`src/rtl/ovf_exception_unit.sv`:
```
// X-stage overflow exception unit: classifies ALU and mul/div overflow, registers the X/M
// exception flag and cause code, queues unmasked codes in a FIFO, and counts events per cause.
module ovf_exception_unit #(
  parameter int DATA_WIDTH = 32,
  parameter int FIFO_DEPTH = 4,
  parameter int CNT_WIDTH  = 8
) (
  input  logic                  clock,
  input  logic                  reset,
  input  logic [4:0]            global_opcode,
  input  logic [4:0]            alu_opcode,
  input  logic                  alu_ovf,
  input  logic                  stall,
  input  logic                  flush,
  input  logic                  muldiv_start,
  input  logic                  muldiv_done,
  input  logic                  muldiv_ovf,
  input  logic [4:0]            mask,
  input  logic                  fifo_pop,
  output logic                  fifo_valid,
  output logic [2:0]            fifo_code,
  output logic                  fifo_overrun,
  input  logic [2:0]            cnt_sel,
  input  logic                  cnt_clear,
  output logic [CNT_WIDTH-1:0]  cnt_value,
  output logic                  ovf,
  output logic [DATA_WIDTH-1:0] xm_o_ovf,
  output logic                  dbg_state
);

  localparam int AW = (FIFO_DEPTH > 1) ? $clog2(FIFO_DEPTH) : 1;

  typedef enum logic {
    ST_IDLE = 1'b0,
    ST_BUSY = 1'b1
  } state_t;

  state_t                  state_q, state_d;
  logic [2:0]              kind_q, kind_d;
  logic                    ovf_q, ovf_d;
  logic [DATA_WIDTH-1:0]   xm_q, xm_d;
  logic [2:0]              alu_code, md_code;
  logic                    evt;
  logic [2:0]              evt_code;
  logic [4:0]              code_onehot;
  logic                    push;

  logic [2:0]              mem_q [FIFO_DEPTH];
  logic [AW-1:0]           wr_q, wr_d, rd_q, rd_d;
  logic [AW:0]             count_q, count_d;
  logic                    overrun_q, overrun_d;
  logic                    full, pop_ok, push_ok;

  logic [CNT_WIDTH-1:0]    cnt_q [1:5];

  // Instruction decode into cause codes; 0 means "not this class of instruction".
  always_comb begin
    alu_code = 3'd0;
    md_code  = 3'd0;
    if (global_opcode == 5'b00101) begin
      alu_code = 3'd2;
    end else if (global_opcode == 5'b00000) begin
      case (alu_opcode)
        5'b00000: alu_code = 3'd1;
        5'b00001: alu_code = 3'd3;
        5'b00110: md_code  = 3'd4;
        5'b00111: md_code  = 3'd5;
        default: ;
      endcase
    end
  end

  always_comb begin
    state_d  = state_q;
    kind_d   = kind_q;
    evt      = 1'b0;
    evt_code = 3'd0;
    case (state_q)
      ST_IDLE: begin
        if (alu_code != 3'd0 && alu_ovf && !stall && !flush) begin
          evt      = 1'b1;
          evt_code = alu_code;
        end
        if (muldiv_start && md_code != 3'd0 && !flush) begin
          state_d = ST_BUSY;
          kind_d  = md_code;
        end
      end
      ST_BUSY: begin
        // A flush aborts the op even if the result arrives in the same cycle.
        if (flush) begin
          state_d = ST_IDLE;
        end else if (muldiv_done) begin
          state_d = ST_IDLE;
          if (muldiv_ovf) begin
            evt      = 1'b1;
            evt_code = kind_q;
          end
        end
      end
      default: state_d = ST_IDLE;
    endcase
  end

  always_comb begin
    code_onehot = 5'd1 << (evt_code - 3'd1);
    push        = evt && ((mask & code_onehot) == 5'd0);
    ovf_d       = push;
    xm_d        = push ? {{(DATA_WIDTH-3){1'b0}}, evt_code} : '0;
  end

  always_ff @(posedge clock or posedge reset) begin
    if (reset) begin
      state_q <= ST_IDLE;
      kind_q  <= 3'd0;
      ovf_q   <= 1'b0;
      xm_q    <= '0;
    end else begin
      state_q <= state_d;
      kind_q  <= kind_d;
      ovf_q   <= ovf_d;
      xm_q    <= xm_d;
    end
  end

  assign ovf       = ovf_q;
  assign xm_o_ovf  = xm_q;
  assign dbg_state = state_q;

  // FIFO: when full, a simultaneous pop frees the slot the push needs.
  always_comb begin
    full      = (count_q == (AW+1)'(FIFO_DEPTH));
    pop_ok    = fifo_pop && (count_q != '0);
    push_ok   = push && (!full || pop_ok);
    wr_d      = push_ok ? wr_q + 1'b1 : wr_q;
    rd_d      = pop_ok ? rd_q + 1'b1 : rd_q;
    count_d   = count_q;
    if (push_ok && !pop_ok) begin
      count_d = count_q + 1'b1;
    end else if (pop_ok && !push_ok) begin
      count_d = count_q - 1'b1;
    end
    overrun_d = overrun_q;
    if (cnt_clear) begin
      overrun_d = 1'b0;
    end else if (push && full && !pop_ok) begin
      overrun_d = 1'b1;
    end
  end

  always_ff @(posedge clock or posedge reset) begin
    if (reset) begin
      wr_q      <= '0;
      rd_q      <= '0;
      count_q   <= '0;
      overrun_q <= 1'b0;
    end else begin
      wr_q      <= wr_d;
      rd_q      <= rd_d;
      count_q   <= count_d;
      overrun_q <= overrun_d;
    end
  end

  always_ff @(posedge clock) begin
    if (push_ok) begin
      mem_q[wr_q] <= evt_code;
    end
  end

  assign fifo_valid   = (count_q != '0);
  assign fifo_code    = fifo_valid ? mem_q[rd_q] : 3'd0;
  assign fifo_overrun = overrun_q;

  // Counters see every raw event, masked or not.
  always_ff @(posedge clock or posedge reset) begin
    if (reset) begin
      for (int k = 1; k <= 5; k++) begin
        cnt_q[k] <= '0;
      end
    end else begin
      for (int k = 1; k <= 5; k++) begin
        if (cnt_clear) begin
          cnt_q[k] <= '0;
        end else if (evt && evt_code == k[2:0] && cnt_q[k] != '1) begin
          cnt_q[k] <= cnt_q[k] + 1'b1;
        end
      end
    end
  end

  always_comb begin
    cnt_value = '0;
    case (cnt_sel)
      3'd1: cnt_value = cnt_q[1];
      3'd2: cnt_value = cnt_q[2];
      3'd3: cnt_value = cnt_q[3];
      3'd4: cnt_value = cnt_q[4];
      3'd5: cnt_value = cnt_q[5];
      default: cnt_value = '0;
    endcase
  end

endmodule

```
`config.mk`:
```
export PLATFORM = sky130hd
export DESIGN_NAME = ovf_exception_unit
export DESIGN_NICKNAME = d
export VERILOG_FILES = /design/src/rtl/ovf_exception_unit.sv
export SDC_FILE = /design/constraint.sdc
export NUM_CORES = 1
export LEC_CHECK = 0
export CORE_ASPECT_RATIO = 0.8
export CORE_MARGIN = 5
export CORE_UTILIZATION = 57
export CTS_CLUSTER_SIZE = 20
export DETAILED_ROUTE_END_ITERATION = 7
export PLACE_DENSITY = 0.86
export SLEW_MARGIN = 5
export SYNTH_ARGS = -nofsm -noshare
export SYNTH_HDL_FRONTEND = slang
export SYNTH_SLANG_ARGS = --single-unit
```
`constraint.sdc`:
```
create_clock -name clock -period 7.21 [get_ports clock]
set_input_delay 1.0815 -clock clock [delete_from_list [all_inputs] [get_ports clock]]
set_output_delay 1.0815 -clock clock [all_outputs]
set_load 0.1 [all_outputs]
```
* Word level (Yosys, flattened, before mapping)
Memories as Yosys holds them, arrays and structs flattened. Index checks and enable logic that the tools add are counted.
Operators by class: reduce and logical (&&, ||, !) cells 42, eq/ne operators 20, bitwise logic cells 2, shift-type cells 1, $add $sub $neg 10, muxes and demuxes 39
Operators by type and width (number):
- 2-to-1 mux 8 bit | 10
- adder 8 x 1 -> 8 bit, second input constant | 5
- != test 8 bit, second input constant | 5
- case mux 8 bit (5 select lines) | 1
- 2-to-1 mux 3 bit | 10
- logical AND 1 bit | 22
- equality test 3 bit, second input constant | 5
- equality test 5 x 3 -> 1 bit, second input constant | 3
- logical NOT 5 bit | 3
- nonzero test 2 bit | 7
- equality test 3 x 2 -> 1 bit, second input constant | 4
- case mux 3 bit (2 select lines) | 2
- 2-to-1 mux 1 bit | 11
- nonzero test 3 bit | 3
- equality test 3 x 1 -> 1 bit, second input constant | 2
- subtractor 3 x 1 -> 3 bit, second input constant | 2
- AND 5 bit | 1
- equality test 5 x 1 -> 1 bit, second input constant | 1
- logical NOT 1 bit | 5
- left shift 1 x 3 -> 5 bit, first input constant | 1
- adder 2 x 1 -> 2 bit, second input constant | 2
- 2-to-1 mux 2 bit | 2
- case mux 1 bit (2 select lines) | 2
- case mux 2 bit (2 select lines) | 1
- other kinds (4) | 4
Storage, ports and cells: register bits 56, memories 1, memory bits (writable) 12, bits of input ports 28, output and inout bits 47
Memories:
- mem_q | words 4, bits a word 3, rd ports 1, clocked after Yosys merged registers in 0, write ports 1, line 48 | logic [2:0] mem_q [FIFO_DEPTH];

* Logic depth before layout (Yosys ltp)
depth in word-level cells 20, gate-level depth with buffers 13

* Worst setup path after synthesis
No wires, ideal clock.
kind input to output, start in cnt_sel[0], end out cnt_value[7], required time 6.128 ns, stages on the path 6, path slack 2.586 ns, data arrival time 3.543 ns, path through clkbuf_1 > clkbuf_1 > nand2_1 > o21ai_0 > a22oi_1 > o22ai_1
Between the ends: word-level cells in the longest chain between the ends 2, elaborated cells between the ends (all ways) 6, classes of those cells eq/ne: 5; mux: 1
Ends and longest elaborated chain:
- start: declaration | line 23 | input logic [2:0] cnt_sel,
- equality test 3 bit (tied with other cells) | line 194 | case (cnt_sel)
- case mux 8 bit (5 select lines) (*) | line 194
- end: declaration | line 25 | output logic [CNT_WIDTH-1:0] cnt_value,
Every way passes the cells marked *; elsewhere a longest branch is shown, timed or not.

* Worst setup path after layout
Ends and elaborated chain as after synthesis.

==> metrics list <==
- Wire per inst: about 17 um
- After synthesis, the share of flip-flops with an asynchronous set or reset is between 80% and 90%.
* Yosys warning count: 0
- The tightest hold path in the finished design has a slack of between 0.5 and 0.6 ns.
* Routability Congestion: roughly 0.92
- For this run, design rule violations remaining after detail routing come to 0.
- Hold-critical path depth: 1
- Headroom to the max-slew limit came out at 34.6%.
* Hold bufs inserted after CTS: 0
* Num Clock Sinks: 67
* Achievable Freq: 189 MHz
- DIE AREA: 8680 sq um
* Initial Util: between 50% and 60%
* Largest net degree at the start of global routing: 56
* Number of enable flip-flop cells after synthesis: 12
* Pins over their slew limit: 0
* Critical path capture point type: output pin
- Once detail routing completed, the nets flagged for antenna violations numbered 0.
* Layout fillers: 528
* Antenna violations before repair: 0
- In this run the standard cell core region covers 6790 sq um.
- Detailed placement finished with a half-perimeter wire length of roughly 6300 um.
- Worst EP arrival: 4.20 ns
* Ports placed on the boundary: 75
* Worst Max-Slew Pin Slew: 0.979 ns
- Before antenna repair, the detailed router went through 5 iterations.
- The final route contains 2908 vias.
- Worst-path clk slew: 0.08 ns
- Netlist area before placement: 3940 sq um
- Setup slack after placement: 1.98 ns
- Syn Inst Count: 377
- STA classifies the critical path startpoint as a primary input.
- The clock arrives with 0.00572 ns of skew.
* Share of the clock period used by the worst path after layout: 73.2%
- Clock tree synthesis selected as its root buffer the cell sky130_fd_sc_hd__clkbuf_8.
- Setup violations remaining at the end of the flow were counted as 0.
- Status: complete, no violations
- Synth top area cells: sky130_fd_sc_hd__dfrtp_1 (35%), sky130_fd_sc_hd__edfxtp_1 (9.2%), sky130_fd_sc_hd__buf_4 (5.5%), sky130_fd_sc_hd__xor2_1 (4.9%), sky130_fd_sc_hd__nor2_1 (3.8%)
* TritonCTS clock tree: done
- Post-route setup slack: a little under 2 ns
* Area growth syn-to-layout: 15.3%
- After layout, the minimum clock period comes to between 5 and 6 ns.
- Buffers inserted by post-CTS timing repair: 0
- Proportion of layout cells with a drive suffix above 1: roughly 11%
- The number of clock buffers added by TritonCTS is 9.
- Overall power consumption after layout is estimated at 0.00102 W.
- Count of inserted antenna diode cells: 0
* Via count of the first global-routing pass: 2904
- Metal1 wirelength: 3850 um
- Critical path type: primary input to output pin
- Highest metal used: met4
- Remaining Overflow, GRT: 0
* Placement Rows: 27
- Global router's overall resource usage: 20.7%
- After synthesis, flip-flops and latches occupy 44.1% of the total area.
- Clock buffer depth: 2
- Clock latency of the later-clocked register in the worst-skew pair: 0.33 ns
- # port buffers: 45
* Flip-flop and latch count after synthesis: 67
- A synthesized cell averages 10.4 sq um.
* Global-route wire length before repair: approximately 14000 um
- In this run the static leakage power is between 1.5 and 2 nW.
- Number of library cell types mapped by synthesis: 56
* Largest fanout on the critical path: 18
- Number of resized instances in the post-cts repair step: 0
* Total power density per cell area: between 200 and 250 nW/um^2
- Total met2 wirelength after detailed routing: 3900 um
- HP Class: register to register
- Among all flip-flop cells after synthesis, the most frequent one is sky130_fd_sc_hd__dfrtp_1.
- The first routing iteration left 251 violations.
- Share of Yosys cell area claimed by the top area cell type: 35.0%
- Total wire length after detailed routing: 8530 um
- The die is a little over 100 um wide.
* Number of maximum-capacitance constraint violations: 0
* Final hold viol count: 0
- Wire length on met3: 728 um
- sky130_fd_sc_hd__dfrtp_1 takes more of the synthesized area than any other cell.
- Counting cells, the worst reg-to-reg path comes to 12.
- From bottom edge to top edge, the die measures 84.3 um.
- The H-tree was split into 3 levels.
- Setup TNS after final layout: 0 ns
- After detailed routing, the number of vias per cell comes to 5.69.
- The final layout contains around 460 nets.
- Required time reported for the critical path endpoint: about 6.1 ns
- Setup repair after global routing missed its margin: false
- The worst-case IR drop observed on VDD is about 0.00012 V.
critical path, cell delays in order:
cell                              delay, ns
sky130_fd_sc_hd__clkdlybuf4s50_1       1.02
sky130_fd_sc_hd__nor2b_1               0.54
sky130_fd_sc_hd__a22oi_1               0.18
sky130_fd_sc_hd__o22ai_1               0.20
sky130_fd_sc_hd__clkdlybuf4s50_1       1.18
power by group:
group	switching, W	internal, W	total, W
Sequential	0.0000240	0.000401	0.000425
Combinational	0.000199	0.0000784	0.000278
Clock	0.000152	0.000161	0.000314
Total	0.000376	0.000641	0.00102
cells in the mapped netlist, drive strengths merged, types with 2 or more instances:
master	count
nor3	9
nand4	15
a22oi	8
nor2	40
mux2i	12
and3	9
a21oi	7
nand3	17
inv	10
edfxtp	12
mux2	12
ha	10
o22ai	8
mux4	3
xnor2	13
a311oi	2
and2	14
nand2	16
a31oi	2
nand2b	4
xor2	22
clkbuf	11
buf	33
nor2b	4
or3	4
dfrtp	55
o21ai	6
nor4	3
area by class of cell:
class                           count  area, sq um  share of cell area (%)
Clock buffer                        9          124                    2.73
Clock inverter                      7         76.3                    1.68
Inverter                           10         37.5                   0.827
Multi-Input combinational cell    284         1990                    43.8
Sequential cell                    67         1740                    38.3
Tap cell                           87          109                    2.40
Timing Repair Buffer               47          465                    10.3
per-layer routing:
metal	GRT usage, %	vias to the layer above
met5	0	-
met4	3.53	0
met3	5.65	7
met2	31.8	118
met1	29.9	1428
li1	-	1355
sequential cells by signal (all words and copies together), names as in the netlist:
| signal | cells |
|---|---|
| wr_q | 2 |
| xm_o_ovf | 3 |
| mem_q | 12 |
| rd_q | 2 |
| kind_q | 2 |
| cnt_q | 40 |
| ovf | 1 |
| fifo_overrun | 1 |
| dbg_state | 1 |
| count_q | 3 |
metrics by stage:
step,util [%],instance area [sq um],std cells
after detailed placement,63.9,4340,495
after floorplan,-,4040,405
after global routing,66.8,4540,511
after CTS,66.8,4540,511
after global placement,63.9,4340,495
final,66.8,4540,511
kinds of logic (layout without fill, tap and decap cells):
group,after synthesis,count (layout),share of synthesized area [%]
other,1,29,0.0953
XOR/XNOR,35,35,7.79
AND/OR/NAND/NOR,141,141,19.9
adder cells (fa/ha/maj),11,11,3.69
AO/OA/AOI/OAI,41,41,8.17
multiplexers,27,27,8.20
buffers and inverters,54,73,7.98
flip-flops,67,67,44.1
worst paths after layout:
check | startpoint | end | slack, ns
max in group asynchronous | reset | cnt_q[39]$_DFFE_PP0P_ | 5.48
max | cnt_sel[0] | cnt_value[7] | 1.93
min | count_q[2]$_DFFE_PP0P_ | count_q[2]$_DFFE_PP0P_ | 0.52
min in group asynchronous | reset | cnt_q[35]$_DFFE_PP0P_ | 1.26
min reg2reg | count_q[2]$_DFFE_PP0P_ | count_q[2]$_DFFE_PP0P_ | 0.52
max reg2reg | dbg_state$_DFF_PP0_ | count_q[2]$_DFFE_PP0P_ | 3.87
cells in the final DEF (no fill, tap or decap), drive strengths merged, types with 12 or more instances in the layout:
cell           count
dfrtp             55
clkdlybuf4s50     45
nor2              40
conb              29
xor2              22
nand3             17
nand2             16
nand4             15
and2              14
xnor2             13
mux2i             12
edfxtp            12
mux2              12
(Power assumes the default switching activity.)
